`src/rtl/uart_tx_arbiter.sv`:
```
// Round-robin scheduler sharing one UART transmitter among N_REQ requesters.
// One grant per frame; further grants are held off until the frame has finished.
module uart_tx_arbiter #(
  parameter int N_REQ           = 4,
  parameter int UART_DATA_WIDTH = 8,
  parameter int FRAME_CYCLES    = 1200,
  parameter int CNT_W           = $clog2(FRAME_CYCLES + 1)
) (
  input  logic                               clk,
  input  logic                               rst,
  input  logic [N_REQ-1:0]                   req_valid,
  input  logic [N_REQ*UART_DATA_WIDTH-1:0]   req_data,
  output logic [N_REQ-1:0]                   req_ready,
  output logic [UART_DATA_WIDTH-1:0]         tx_data,
  output logic                               tx_send,
  output logic                               busy,
  output logic [$clog2(N_REQ)-1:0]           grant_id
);

  localparam int PTR_W = $clog2(N_REQ);

  typedef enum logic [1:0] {IDLE, SEND, WAIT} state_t;

  state_t                     state_reg;
  logic [CNT_W-1:0]           timer_reg;
  logic [PTR_W-1:0]           rr_ptr_reg;
  logic [PTR_W-1:0]           rr_ptr_next;
  logic [PTR_W-1:0]           grant_id_reg;
  logic [PTR_W-1:0]           winner;
  logic [UART_DATA_WIDTH-1:0] tx_data_reg;
  logic                       tx_send_reg;
  logic                       grant_fire;

  logic [UART_DATA_WIDTH-1:0] data_arr   [N_REQ];
  logic [PTR_W-1:0]           cand_idx   [N_REQ];
  logic [N_REQ-1:0]           cand_valid;

  // Candidate gi is the requester gi places above rr_ptr, wrapping at N_REQ.
  for (genvar gi = 0; gi < N_REQ; gi++) begin : g_cand
    logic [PTR_W:0] sum;
    assign data_arr[gi]   = req_data[gi*UART_DATA_WIDTH +: UART_DATA_WIDTH];
    assign sum            = {1'b0, rr_ptr_reg} + (PTR_W+1)'(gi);
    assign cand_idx[gi]   = (sum >= (PTR_W+1)'(N_REQ)) ? (PTR_W)'(sum - (PTR_W+1)'(N_REQ))
                                                        : sum[PTR_W-1:0];
    assign cand_valid[gi] = req_valid[cand_idx[gi]];
  end

  // Scan from the farthest candidate down so the nearest valid one wins.
  always_comb begin
    winner = '0;
    for (int k = N_REQ - 1; k >= 0; k--) begin
      if (cand_valid[k]) winner = cand_idx[k];
    end
  end

  assign rr_ptr_next = (winner == (PTR_W)'(N_REQ - 1)) ? '0 : winner + 1'b1;
  assign grant_fire  = (state_reg == IDLE) && (|req_valid) && !rst;
  assign req_ready   = grant_fire ? ({{(N_REQ-1){1'b0}}, 1'b1} << winner) : '0;

  always_ff @(posedge clk) begin
    if (rst) begin
      state_reg    <= IDLE;
      timer_reg    <= '0;
      rr_ptr_reg   <= '0;
      grant_id_reg <= '0;
      tx_data_reg  <= '0;
      tx_send_reg  <= 1'b0;
    end else begin
      tx_send_reg <= 1'b0;
      case (state_reg)
        IDLE: begin
          if (grant_fire) begin
            tx_data_reg  <= data_arr[winner];
            grant_id_reg <= winner;
            rr_ptr_reg   <= rr_ptr_next;
            tx_send_reg  <= 1'b1;
            state_reg    <= SEND;
          end
        end
        SEND: begin
          timer_reg <= (CNT_W)'(FRAME_CYCLES - 1);
          state_reg <= WAIT;
        end
        WAIT: begin
          // Zero test precedes the decrement, so the timer never wraps.
          if (timer_reg == '0) state_reg <= IDLE;
          else                 timer_reg <= timer_reg - 1'b1;
        end
        default: state_reg <= IDLE;
      endcase
    end
  end

  assign tx_data  = tx_data_reg;
  assign tx_send  = tx_send_reg;
  assign busy     = (state_reg != IDLE);
  assign grant_id = grant_id_reg;

endmodule

```
`config.mk`:
```
export PLATFORM = sky130hd
export DESIGN_NAME = uart_tx_arbiter
export DESIGN_NICKNAME = d
export VERILOG_FILES = /design/src/rtl/uart_tx_arbiter.sv
export SDC_FILE = /design/constraint.sdc
export NUM_CORES = 1
export LEC_CHECK = 0
export ABC_AREA = 1
export CAP_MARGIN = 20
export CORE_ASPECT_RATIO = 0.7
export CORE_MARGIN = 3
export CORE_UTILIZATION = 45
export DETAILED_ROUTE_END_ITERATION = 10
export MAX_ROUTING_LAYER = met4
export PLACE_DENSITY_LB_ADDON = 0.3
export SYNTH_ARGS = -nofsm -noshare
export SYNTH_HDL_FRONTEND = slang
export SYNTH_SLANG_ARGS = --single-unit
```
`constraint.sdc`:
```
create_clock -name clk -period 5.7 [get_ports clk]
set_clock_uncertainty 0.15 [all_clocks]
set_input_delay 0.57 -clock clk [delete_from_list [all_inputs] [get_ports clk]]
set_output_delay 0.57 -clock clk [all_outputs]
set_load 0.02 [all_outputs]
```
==> impl_metrics.env, run 1 <==
export IMPL_status="complete, no violations"
export IMPL_rsz0062_at_grt="no"
export IMPL_dieArea_um2=4839
export IMPL_crit_required_ns=4.98
export IMPL_yosys_most_used_dff="dfxtp_1"
export IMPL_drt_initial_drc_count=116
export IMPL_core_um2=3694
export IMPL_drcViolationCount=0
export IMPL_final_cell_area_um2=2401
export IMPL_grt_pass1_wl_um=7810
export IMPL_clkLatencyLatePin_ns=0.28
export IMPL_vias=1967
export IMPL_synthCells=292
export IMPL_ys_warn_count=0
export IMPL_synth_edf_count=0
export IMPL_htreeDepth=1
export IMPL_cts_root_buf="clkbuf_8"
export IMPL_r2r_end="tx_data[6]"
export IMPL_peakVddDrop_v=0.0002042
export IMPL_maxSlewHeadroom=0.6556
export IMPL_path_class="in -> out"
export IMPL_ios=54
export IMPL_timing_setup_tns_ns=0
export IMPL_dr_pass1_iters=5
export IMPL_cts_sinks=26
export IMPL_hold_violations=0
export IMPL_place_inst=386
export IMPL_worstSetupStartpointType="primary input"
export IMPL_drt_wl_total_um=4723
export IMPL_start_util=0.4909
export IMPL_rrSetupSlack_ns=3.18
export IMPL_setup_viol=0
export IMPL_syn_area_per_cell_um2=6.209
export IMPL_overflow=0
export IMPL_finalCritPeriodShare=0.7452
export IMPL_port_buffers=53
export IMPL_holdPathStages=2
export IMPL_grt_pass1_vias=1743
export IMPL_synth_area_leaders="dfxtp_1, nand3_1, inv_1"
export IMPL_grt_max_degree=19
export IMPL_ys_types=34
export IMPL_cts_resized=0
export IMPL_antenna_found_initial=0
export IMPL_syn_nets=332
export IMPL_layout_drive_gt1_share=0.08529
export IMPL_r2r_start="rr_ptr_reg[0]"
export IMPL_ant_nets=0
export IMPL_place_area_um2=2346
export IMPL_ctsHoldBuffers=0
export IMPL_worstHoldStart="timer_reg[0]"
export IMPL_nNetsFinal=381
export IMPL_cp_data_arrival_time_ns=3.53
export IMPL_synth_cell_area_um2=1813
export IMPL_cts_buffers=3
export IMPL_drv_cap=0
export IMPL_postCtsSetupBuffers=0
export IMPL_ys_seq_elements=26
export IMPL_place_gp_congestion=0.9883
export IMPL_hold_end="timer_reg[0]"
export IMPL_critPathMaxFanout=15
export IMPL_clk_path_buf_depth=2
export IMPL_rows=18
export IMPL_largest_reg_flops=11
export IMPL_path_clk_slew_ns=0.08
export IMPL_slew_viol_final=0
export IMPL_hp_class="reg -> reg"
export IMPL_synthArstFlopShare=0
export IMPL_fmax_ghz=0.2354
export IMPL_yosysTopAreaCellShare=0.2871
export IMPL_routedWlPerCell_um=12.11
export IMPL_synthToLayoutAreaGrowth_pct=32.44
export IMPL_die_w_um=81.87
export IMPL_antenna_cells=0
export IMPL_reg2reg_depth=11
export IMPL_synth_largest_area_cell="dfxtp_1"
export IMPL_die_h_um=59.11
export IMPL_yosysSeqAreaShare=0.2871
export IMPL_drt_vias_per_instance=5.044
export IMPL_dp_hpwl_um=3654
export IMPL_p_leak_nw=1.207
export IMPL_crit_path_end_kind="output pin"
export IMPL_worst_slew_pin_slew_ns=0.5149
export IMPL_period_needed_ns=4.248
export IMPL_final_cells=390
export IMPL_pwr_density_cell_nw_per_um2=402.3
export IMPL_track_usage=0.2150
export IMPL_whs_ns=0.3405
export IMPL_cts_tree="yes"
-- worst max path at each step --
| stage | startpoint | end | slack [ns] | cells past startpoint |
|---|---|---|---|---|
| after floorplan | req_valid[0] | req_ready[3] | 3.19 | 12 |
| after global placement | rst | req_ready[1] | 1.64 | 7 |
| after detailed placement | rst | req_ready[0] | 1.48 | 7 |
| after CTS | rst | req_ready[0] | 1.50 | 7 |
| after global routing | rst | req_ready[1] | 1.18 | 7 |
| final | rst | req_ready[0] | 1.45 | 7 |
-- cells in the mapped netlist (all sizes together) (2+ instances only) --
library cell / n
dfxtp: 26
clkbuf: 3
nor3: 2
o211ai: 2
buf: 6
inv: 65
nand3: 54
nor2: 22
nand2: 74
ha: 2
nand4: 3
xnor2: 4
xor2: 2
o21ai: 8
a21oi: 12
-- logic make-up (layout without fill, tap and decap cells) --
group / Yosys count / count (layout) / synth area share
adder cells (fa/ha/maj): 2 / 2 / 0.01380
flip-flops: 26 / 26 / 0.2871
AO/OA/AOI/OAI: 26 / 26 / 0.08834
XOR/XNOR: 6 / 6 / 0.02899
buffers and inverters: 75 / 123 / 0.1698
AND/OR/NAND/NOR: 157 / 157 / 0.4120
-- stage by stage --
step                power (mW)  utilization  setup slack, ns
floorplan               0.7030            -            3.185
global placement        0.8346       0.6352            1.641
detailed placement      0.8438       0.6352            1.484
CTS                     0.9658       0.6501            1.500
global route             1.052       0.6501            1.177
finish                  0.9658       0.6501            1.452
-- power breakdown --
part           internal (mW)  leakage (nW)  total (mW)  switching (mW)
logic                  0.225         0.963       0.575           0.350
registers              0.226         0.216       0.273          0.0465
clock network         0.0618        0.0288       0.119          0.0568
total                  0.513          1.21       0.966           0.453
-- worst max-delay path: stages --
cell and delay [ns]:
clkdlybuf4s50_1 0.67, inv_1 0.39, nand4_1 0.45, inv_1 0.54, nand2_2 0.16, nor2_1 0.12
clkdlybuf4s50_1 0.62
-- layout by cell type, fill, tap and decap left out, types with 2 or more instances in the layout --
cell and n:
a21oi_1 11, clkbuf_8 4, clkdlybuf4s50_1 53, dfxtp_1 26, ha_1 2, inv_1 61
inv_2 4, nand2_1 60, nand2_2 12, nand2_4 2, nand3_1 52, nand3_4 2
nand4_1 3, nor2_1 21, nor3_1 2, o21ai_0 5, o21ai_1 2, xnor2_1 4
xor2_1 2
-- layout make-up --
cell class | instances | area [um2]
clock buffers | 4 | 55.05
fillers | 325 | 1292
inverters | 66 | 247.7
multi-input cells | 191 | 984.7
flip-flops and latches | 26 | 520.5
well taps | 50 | 62.56
repair buffers | 53 | 530.5
-- routing by layer --
metal,vias up,global-route usage,share of wire
met5,-,-,0
met4,0,0.06635,0.017
met3,10,0.05775,0.099
met2,105,0.3015,0.41
met1,850,0.2998,0.47
li1,1002,-,-
No activity file was read; power rests on OpenSTA's default activity.
==> run 2, diff against run 1 <==
Settings changed: CORE_UTILIZATION 45 to 43.
Clock period 5.7 ns to 3.8 ns, I/O delays scaled along.
==> run 2 against run 1 <==
Combinational power is 51% higher. Power up 55%. Worst hold slack worse by 0.0098 ns. Critical path depth rose by 5. First-iteration DRC count down 7.8%. Setup slack lost 1.1 ns. Core utilization is 3.5 points lower. Sequential share of layout area decreased by 0.50 points. Routed wire length down 3.7%. Via count shrank 0.86%. Critical path type is now reg -> out. Highest routed layer unchanged.
==> impl_metrics.env, run 2 (synthesis results as in run 1) <==
export IMPL_drcViolationCount=0
export IMPL_drv_cap=0
export IMPL_clkLatencyLatePin_ns=0.27
export IMPL_status="complete, no violations"
export IMPL_hp_class="reg -> reg"
export IMPL_slowest_stage="dfxtp_1"
export IMPL_n_fill_cell=373
export IMPL_place_ws_ns=0.5009
export IMPL_cts_buffers=3
export IMPL_finalCritPeriodShare=0.9068
export IMPL_start_util=0.4539
export IMPL_hold_violations=0
export IMPL_grt_pass1_vias=1719
export IMPL_p_leak_nw=1.238
export IMPL_cts_root_buf="clkbuf_8"
export IMPL_path_clk_slew_ns=0.09
export IMPL_crit_path_end_kind="output pin"
export IMPL_die_h_um=60.33
export IMPL_ant_nets=0
export IMPL_peakVddDrop_v=0.0003382
export IMPL_postCtsSetupBuffers=0
export IMPL_place_area_um2=2386
export IMPL_worst_slew_pin_slew_ns=0.4631
export IMPL_antenna_found_initial=0
export IMPL_period_needed_ns=3.446
export IMPL_layout_common_cells="inv_1, nand2_1, clkdlybuf4s50_1"
export IMPL_timing_final_ws_setup_ns=0.3543
export IMPL_whs_ns=0.3308
export IMPL_worstSetupStartpointType="flip-flop"
export IMPL_drt_vias_per_instance=4.912
export IMPL_rrSetupSlack_ns=1.37
export IMPL_clk_path_buf_depth=2
export IMPL_rows=19
export IMPL_fmax_ghz=0.2902
export IMPL_crit_family="simple AND/OR/NAND/NOR gates"
export IMPL_ctsHoldBuffers=0
export IMPL_nNetsFinal=386
export IMPL_seq_power_share=0.270
export IMPL_crit_buf_inv=3
export IMPL_htreeDepth=1
export IMPL_routedWlPerCell_um=11.45
export IMPL_drt_initial_drc_count=107
export IMPL_intPower_mw=0.8306
export IMPL_port_buffers=53
export IMPL_final_common_cell="inv_1"
export IMPL_grt_most_used_layer="met2"
export IMPL_maxSlewHeadroom=0.6908
export IMPL_drt_wl_total_um=4546
export IMPL_largest_reg_flops=11
export IMPL_final_cell_area_um2=2457
export IMPL_p_comb_frac=0.578
export IMPL_switchingPower_mw=0.6694
export IMPL_critPathMaxFanout=18
export IMPL_track_usage=0.1905
export IMPL_clock_power_share=0.152
export IMPL_synthToLayoutAreaGrowth_pct=35.54
export IMPL_dieArea_um2=5044
export IMPL_crit_required_ns=3.27
export IMPL_pwr_density_cell_nw_per_um2=610.4
export IMPL_cp_cell_sequence="inv_1 > nand2_1 > nand3_1 > nand2_1 > nand3_4 > nand2_2 > nand2_4 > nand2_4 > ha_1 > inv_1 > nor2_1 > clkdlybuf4s50_1"
export IMPL_gr_usage_met1=0.2584
export IMPL_power_mw=1.500
export IMPL_slowest_delay_ns=0.62
export IMPL_timing_setup_tns_ns=0
export IMPL_core_um2=3994
export IMPL_overflow=0
export IMPL_use_met2=0.3035
export IMPL_grt_max_degree=19
export IMPL_dp_hpwl_um=3675
export IMPL_swShare=0.4463
export IMPL_cts_tree="yes"
export IMPL_place_gp_congestion=0.9094
export IMPL_slew_viol_final=0
export IMPL_setup_viol=0
export IMPL_cts_sinks=26
export IMPL_cp_data_arrival_time_ns=2.92
export IMPL_antenna_cells=0
export IMPL_cts_resized=0
export IMPL_rsz0062_at_grt="no"
export IMPL_die_w_um=83.61
export IMPL_layout_drive_gt1_share=0.09855
export IMPL_grt_pass1_wl_um=7610
export IMPL_vias=1950
export IMPL_use_met3=0.04132
export IMPL_path_class="reg -> out"
export IMPL_ios=54
export IMPL_dr_pass1_iters=4
-- run 2: worst paths after layout --
path | startpoint | endpoint | cells after the start
worst max-delay path | rr_ptr_reg[0] | req_ready[3] | 12
worst min-delay path | timer_reg[0] | timer_reg[0] | 2
worst max register to register | rr_ptr_reg[0] | rr_ptr_reg[1] | 11
worst min register to register | timer_reg[0] | timer_reg[0] | 2
-- run 2: stage by stage --
step                cells    util
finish                397  0.6153
global route          397  0.6153
CTS                   397  0.6153
detailed placement    393  0.5974
global placement      393  0.5974
floorplan             292       -
-- run 2: layer usage --
metal,part of all wire,up-vias
met3,0.069,3
met2,0.43,65
met1,0.50,866
met4,0.0042,0
met5,0,-
li1,-,1016
-- run 2: worst min-delay path: stages (launching register included) --
cell	delay, ns
dfxtp_1	0.32
nand2_1	0.06
a21oi_1	0.06
-- run 2: cell type report --
type | instances | area, um2 | share of cell area
clock inverters | 1 | 30.03 | 0.01222
repair buffers | 58 | 568.0 | 0.2312
inverters | 66 | 247.7 | 0.1008
well taps | 52 | 65.06 | 0.02648
flip-flops and latches | 26 | 520.5 | 0.2118
multi-input cells | 191 | 984.7 | 0.4007
clock buffers | 3 | 41.29 | 0.01680
-- run 2: power groups by stage --
stage	clock [mW]	combinational [mW]	sequential [mW]
floorplan	0	0.630	0.425
global placement	0	0.848	0.409
detailed placement	0	0.865	0.408
CTS	0.236	0.870	0.403
global route	0.244	0.969	0.413
finish	0.228	0.867	0.404
